`src/rtl/f_ifu.sv`:
```
// Instruction fetch unit: PC register, F/D pipeline register, and a skid buffer
// that parks a fetched word while D is stalled. Redirects take effect after one delay slot.
module f_ifu #(
  parameter logic [31:0] RESET_PC = 32'h0000_3000
) (
  input  logic        clk,
  input  logic        reset,
  input  logic        stall,
  output logic        im_req,
  output logic [31:0] im_addr,
  input  logic        im_ready,
  input  logic [31:0] im_rdata,
  input  logic        D_Branch,
  input  logic        D_Jump,
  input  logic        D_Jr,
  input  logic        D_cmp_eq,
  input  logic [31:0] D_rs_data,
  output logic [31:0] D_instr,
  output logic [31:0] D_pc,
  output logic        D_valid
);

  typedef enum logic {StFetch, StHold} state_e;

  state_e      r_state;
  logic [31:0] r_pc;
  logic [31:0] r_skid;
  logic [31:0] r_dinstr;
  logic [31:0] r_dpc;
  logic        r_dvalid;
  logic        r_redir_pending;
  logic [31:0] r_redir_pc;

  logic [31:0] w_pc4;
  logic [31:0] w_br_off;
  logic [31:0] w_target;
  logic        w_taken;
  logic        w_accept;
  logic [31:0] w_word;
  logic [31:0] w_npc;

  always_comb begin
    w_pc4    = r_dpc + 32'd4;
    w_br_off = {{14{r_dinstr[15]}}, r_dinstr[15:0], 2'b00};
    if (D_Jr) begin
      w_target = D_rs_data;
    end else if (D_Jump) begin
      w_target = {w_pc4[31:28], r_dinstr[25:0], 2'b00};
    end else begin
      w_target = w_pc4 + w_br_off;
    end
    // A control instruction sitting in a delay slot never overrides an older redirect.
    w_taken  = r_dvalid & ~stall & (D_Jump | D_Jr | (D_Branch & D_cmp_eq)) & ~r_redir_pending;
    w_accept = ~stall & ((r_state == StHold) | im_ready);
    w_word   = (r_state == StHold) ? r_skid : im_rdata;
    if (w_taken) begin
      w_npc = w_target;
    end else if (r_redir_pending) begin
      w_npc = r_redir_pc;
    end else begin
      w_npc = r_pc + 32'd4;
    end
  end

  always_ff @(posedge clk) begin
    if (reset) begin
      r_state         <= StFetch;
      r_pc            <= RESET_PC;
      r_skid          <= 32'd0;
      r_dinstr        <= 32'd0;
      r_dpc           <= 32'd0;
      r_dvalid        <= 1'b0;
      r_redir_pending <= 1'b0;
      r_redir_pc      <= 32'd0;
    end else if (w_accept) begin
      r_dinstr        <= w_word;
      r_dpc           <= r_pc;
      r_dvalid        <= 1'b1;
      r_pc            <= w_npc;
      r_redir_pending <= 1'b0;
      r_state         <= StFetch;
    end else if (stall) begin
      if (r_state == StFetch && im_ready) begin
        r_skid  <= im_rdata;
        r_state <= StHold;
      end
    end else begin
      // Fetch missed while D advanced: insert a bubble and remember any redirect.
      r_dvalid <= 1'b0;
      if (w_taken) begin
        r_redir_pending <= 1'b1;
        r_redir_pc      <= w_target;
      end
    end
  end

  assign im_req  = (r_state == StFetch) & ~reset;
  assign im_addr = r_pc;
  assign D_instr = r_dinstr;
  assign D_pc    = r_dpc;
  assign D_valid = r_dvalid;

endmodule

```
`config.mk`:
```
export PLATFORM = sky130hd
export DESIGN_NAME = f_ifu
export DESIGN_NICKNAME = d
export VERILOG_FILES = /design/src/rtl/f_ifu.sv
export SDC_FILE = /design/constraint.sdc
export NUM_CORES = 1
export LEC_CHECK = 0
export ABC_CLOCK_PERIOD_IN_PS = 5000
export CORE_AREA = 3 3 137 139
export CTS_CLUSTER_DIAMETER = 60
export DETAILED_ROUTE_END_ITERATION = 6
export DIE_AREA = 0 0 140 142
export GPL_TIMING_DRIVEN = 0
export PLACE_DENSITY = 0.84
export SLEW_MARGIN = 40
export SYNTH_ARGS = -nofsm -noshare
export SYNTH_HDL_FRONTEND = slang
export SYNTH_SLANG_ARGS = --single-unit
export TNS_END_PERCENT = 30
```
`constraint.sdc`:
```
create_clock -name clk -period 5 [get_ports clk]
set_input_delay 0.75 -clock clk [delete_from_list [all_inputs] [get_ports clk]]
set_output_delay 0.75 -clock clk [all_outputs]
set_load 0.05 [all_outputs]
```
==> reports/qor.tcl <==
set qor(start_util) 0.579
set qor(cts-root-buf) {clkbuf_16}
set qor(synthArstFlopShare) 0
set qor(timing.max_cap.violations) 0
set qor(tritoncts) {built}
set qor(clock_slew_at_reported_path_ffs_ns) 0.07
set qor(critPathRequiredTime_ns) 4.25
set qor(overall_die_height_um) 142
set qor(min_delay_worst_endpoint) {r_skid[18]$_SDFFE_PP0P_}
set qor(drcViolationCount) 1
set qor(core_um2) 17800
set qor(timing_hold_violations_final) 0
set qor(io-pin-count) 170
set qor(timing.critical_path.from_type) {primary input}
set qor(finalHoldWorstSlack_ns) 0.457
set qor(holdCritStartpoint) {r_skid[18]$_SDFFE_PP0P_}
set qor(rsz0062_at_grt) {false}
set qor(n_antenna_cell) 0
set qor(setup.worst_path.end_class) {output pin}
set qor(row_count) 49
set qor(timing.rr.end) {im_addr[27]$_SDFFE_PP0P_}
set qor(groute.usage.overall) 0.413
set qor(worstPathMaxFanout) 10
set qor(die_area_um2) 19900
set qor(number_of_nets_at_the_end_of_the_flow) 1652
set qor(cts-hold-fix-buffers) 0
set qor(ir_drop_worst_vdd_v) 0.000353
set qor(wl_met3_mm) 5.01
set qor(worstPathCellList) {clkdlybuf4s50_1 -> clkbuf_1 -> clkbuf_1 -> buf_1 -> nor2_1 -> clkdlybuf4s50_1}
set qor(routedLengthMet1_mm) 16.2
set qor(arrival_ns) 3.88
set qor(timing.hold.worst.class) {reg2reg}
set qor(fraction_of_the_yosys_area_taken_by_sequential_cells) 0.317
set qor(mappedNetlistArea_um2) 10300
set qor(reg2reg_from) {D_pc[4]$_SDFFE_PP0P_}
set qor(vias_per_cell) 6.60
set qor(cts_num_sinks) 163
set qor(placedInstanceArea_um2) 12300
set qor(outcome) {complete, but fails checks}
set qor(crit_path_top_delay_cell) {clkdlybuf4s50_1}
set qor(clock_insertion_delay_worst_skew_ns) 0.45
set qor(tritoncts_buffer_count) 17
set qor(violations) {design-rule violations}
set qor(synth_edf_count) 0
set qor(timing.final.ws_setup_ns) 0.374
set qor(syn_area_per_cell_um2) 7.59
set qor(synth_cell_types) 79
set qor(place_worst_setup_slack_ns) 0.490
set qor(grt_antenna_before_repair) 0
set qor(crit_family) {buffers and inverters}
set qor(finalWirelength_mm) 42.2
set qor(cts.htree.levels) 4
set qor(worst_path_largest_cell_delay_ns) 0.74
set qor(routed-via-count) 11778
set qor(placer_s_final_routability_congestion_estimate) 1.01
set qor(layoutNonFillerInstCount) 1785
set qor(dr_wl_met2_mm) 18.1
set qor(grt_overflow_total) 0
set qor(setup_viol_count_final) 0
set qor(die_width_um) 140
set qor(dominantRegCellSynth) {dfxtp_1}
set qor(detailedRoute.firstPassIterationCount) 7
set qor(timing.reg2reg.worst_path_depth) 16
set qor(synthesis.instances) 1357
set qor(critPathBufInv) 5
set qor(finalClockSkew_ns) 0.0138
set qor(ant_nets) 0
set qor(placement.io_buffers) 167
set qor(post_cts_resize_count) 0
set qor(cts_post_setup_buffers_inserted) 0
set qor(nFillCells) 1459
set qor(ys_ff_latch) 163
set qor(r2r_slack_ns) 0.57
set qor(final.period_utilization) 0.925
set qor(timing.final.max_slew_violations) 0
set qor(max_clock_freq_ghz) 0.216
set qor(hold_path_depth) 2
set qor(period_minus_slack_ns) 4.63
set qor(crit_type) {in2out}
set qor(synthesis.nets) 1466
set qor(detailedPlacementHpwl_mm) 31.9
set qor(max_slew_margin) 0.408
set qor(final_area_um2) 12900
set qor(tns_ns) 0
set qor(cellLeakagePower_nw) 4.76
set qor(place.detailed.instances) 1753
set qor(syn2layout_area_growth_pct) 24.9
set qor(drt-wirelength-per-cell_um) 23.7
set qor(grt_first_pass_wirelength_mm) 63.7
set qor(yosysWarnings) 0
set qor(worst_pin_slew_ns) 0.887
set qor(grt_pass1_vias) 11084
set qor(grt_max_degree) 22
set qor(max-clock-path-buffers) 2
set qor(fraction_of_layout_cells_with_a_size_suffix_above_1) 0.0488
set qor(top_signal_layer_used) {met4}
set qor(power_density_nw_per_um2) 277
set qor(detail_route.iter0.violations) 1670
## kinds of logic after synthesis
| family | synth area share |
|---|---|
| DFF | 0.317 |
| buffers and inverters | 0.0445 |
| adders and majority gates | 0.0457 |
| muxes | 0.0369 |
| and+or+nand+nor | 0.256 |
| xor gates and xnor gates | 0.0502 |
| AOI/OAI and AO/OA | 0.250 |
## layer usage
layer / up-vias / GRT usage
met1: 5460 / 0.537
met5: - / 0
met4: 0 / 0.247
li1: 5283 / -
met2: 849 / 0.634
met3: 186 / 0.0884
## Yosys cell counts (all sizes together), types with 4 or more instances
cell type / n / share of area
nand2: 217 / 0.079
dfxtp: 163 / 0.32
a21oi: 137 / 0.067
nor2: 128 / 0.047
clkbuf: 70 / 0.026
a211oi: 54 / 0.039
o21ai: 53 / 0.026
nand3: 45 / 0.022
mux2i: 38 / 0.037
xnor2: 37 / 0.031
ha: 36 / 0.044
nor3: 35 / 0.018
buf: 26 / 0.012
and3: 24 / 0.015
a21o: 22 / 0.016
xor2: 22 / 0.019
nand4: 21 / 0.013
inv: 19 / 0.0069
nand2b: 17 / 0.010
a31oi: 16 / 0.0097
or3: 16 / 0.0097
and4: 10 / 0.0085
nor4: 10 / 0.0096
o21a: 10 / 0.0073
a2111oi: 9 / 0.011
o211ai: 9 / 0.0066
nand3b: 8 / 0.0058
o21bai: 8 / 0.0058
a311oi: 7 / 0.0060
and2: 7 / 0.0043
a221oi: 6 / 0.0051
o31a: 6 / 0.0051
a31o: 5 / 0.0043
nor3b: 5 / 0.0041
o2111ai: 5 / 0.0043
or2: 4 / 0.0024
## registers in the layout (all words and copies together) (netlist names)
name / flops
D_valid: 1
r_skid: 32
D_pc: 32
r_state: 1
r_redir_pc: 32
im_addr: 32
D_instr: 32
r_redir_pending: 1
## stage by stage
step	util	power, mW
floorplan	-	1.90
global placement	0.690	2.20
detailed placement	0.690	2.21
CTS	0.723	3.52
global route	0.723	3.64
finish	0.723	3.56
## worst max-delay path by stage
stage	from	end	depth (start not counted)
6_report	reset	im_req	6
5_1_grt	reset	im_req	6
4_1_cts	reset	im_req	6
3_5_place_dp	reset	im_req	6
3_3_place_gp	reset	im_req	6
2_1_floorplan	D_pc[8]$_SDFFE_PP0P_	im_addr[29]$_SDFFE_PP0P_	16
## layout by cell type, fill, tap and decap left out, drive strengths merged, types with 5 or more instances in the layout
cell type	n
o211ai	9
o31a	6
a2111oi	9
dfxtp	163
or3	16
a221oi	6
nand4	21
nand2b	17
and3	24
nand3	45
a21oi	137
and4	10
a311oi	7
xor2	22
buf	26
o21ai	53
clkinv	7
inv	26
nor3b	5
ha	36
o2111ai	5
o21bai	8
clkbuf	88
nor4	10
and2	7
a31oi	16
clkdlybuf4s50	167
a21o	22
a211oi	54
nor3	35
nor2	128
o21a	10
mux2i	38
nand2	217
xnor2	37
a31o	5
nand3b	8
## where the power goes
part / switching (mW) / internal, mW / leakage (nW)
Combinational: 0.513 / 0.263 / 3.14
Clock: 0.672 / 0.685 / 0.289
Sequential: 0.0755 / 1.35 / 1.33
Total: 1.26 / 2.30 / 4.76
## worst min-delay path, cell delays in order, from the launching register on
cell and delay, ns:
dfxtp_1 0.31, nand2_1 0.05, a21oi_1 0.05
## area by class of cell
| class | count | area, um2 | area share |
|---|---|---|---|
| flip-flops and latches | 163 | 3260 | 0.254 |
| repair buffers | 167 | 1670 | 0.130 |
| clock inverters | 14 | 159 | 0.0124 |
| well taps | 229 | 287 | 0.0223 |
| inverters | 20 | 75.1 | 0.00584 |
| clock buffers | 18 | 439 | 0.0341 |
| multi-input cells | 1078 | 6580 | 0.512 |
| plain buffers | 96 | 384 | 0.0299 |
No activity file was read; power rests on OpenSTA's default activity.
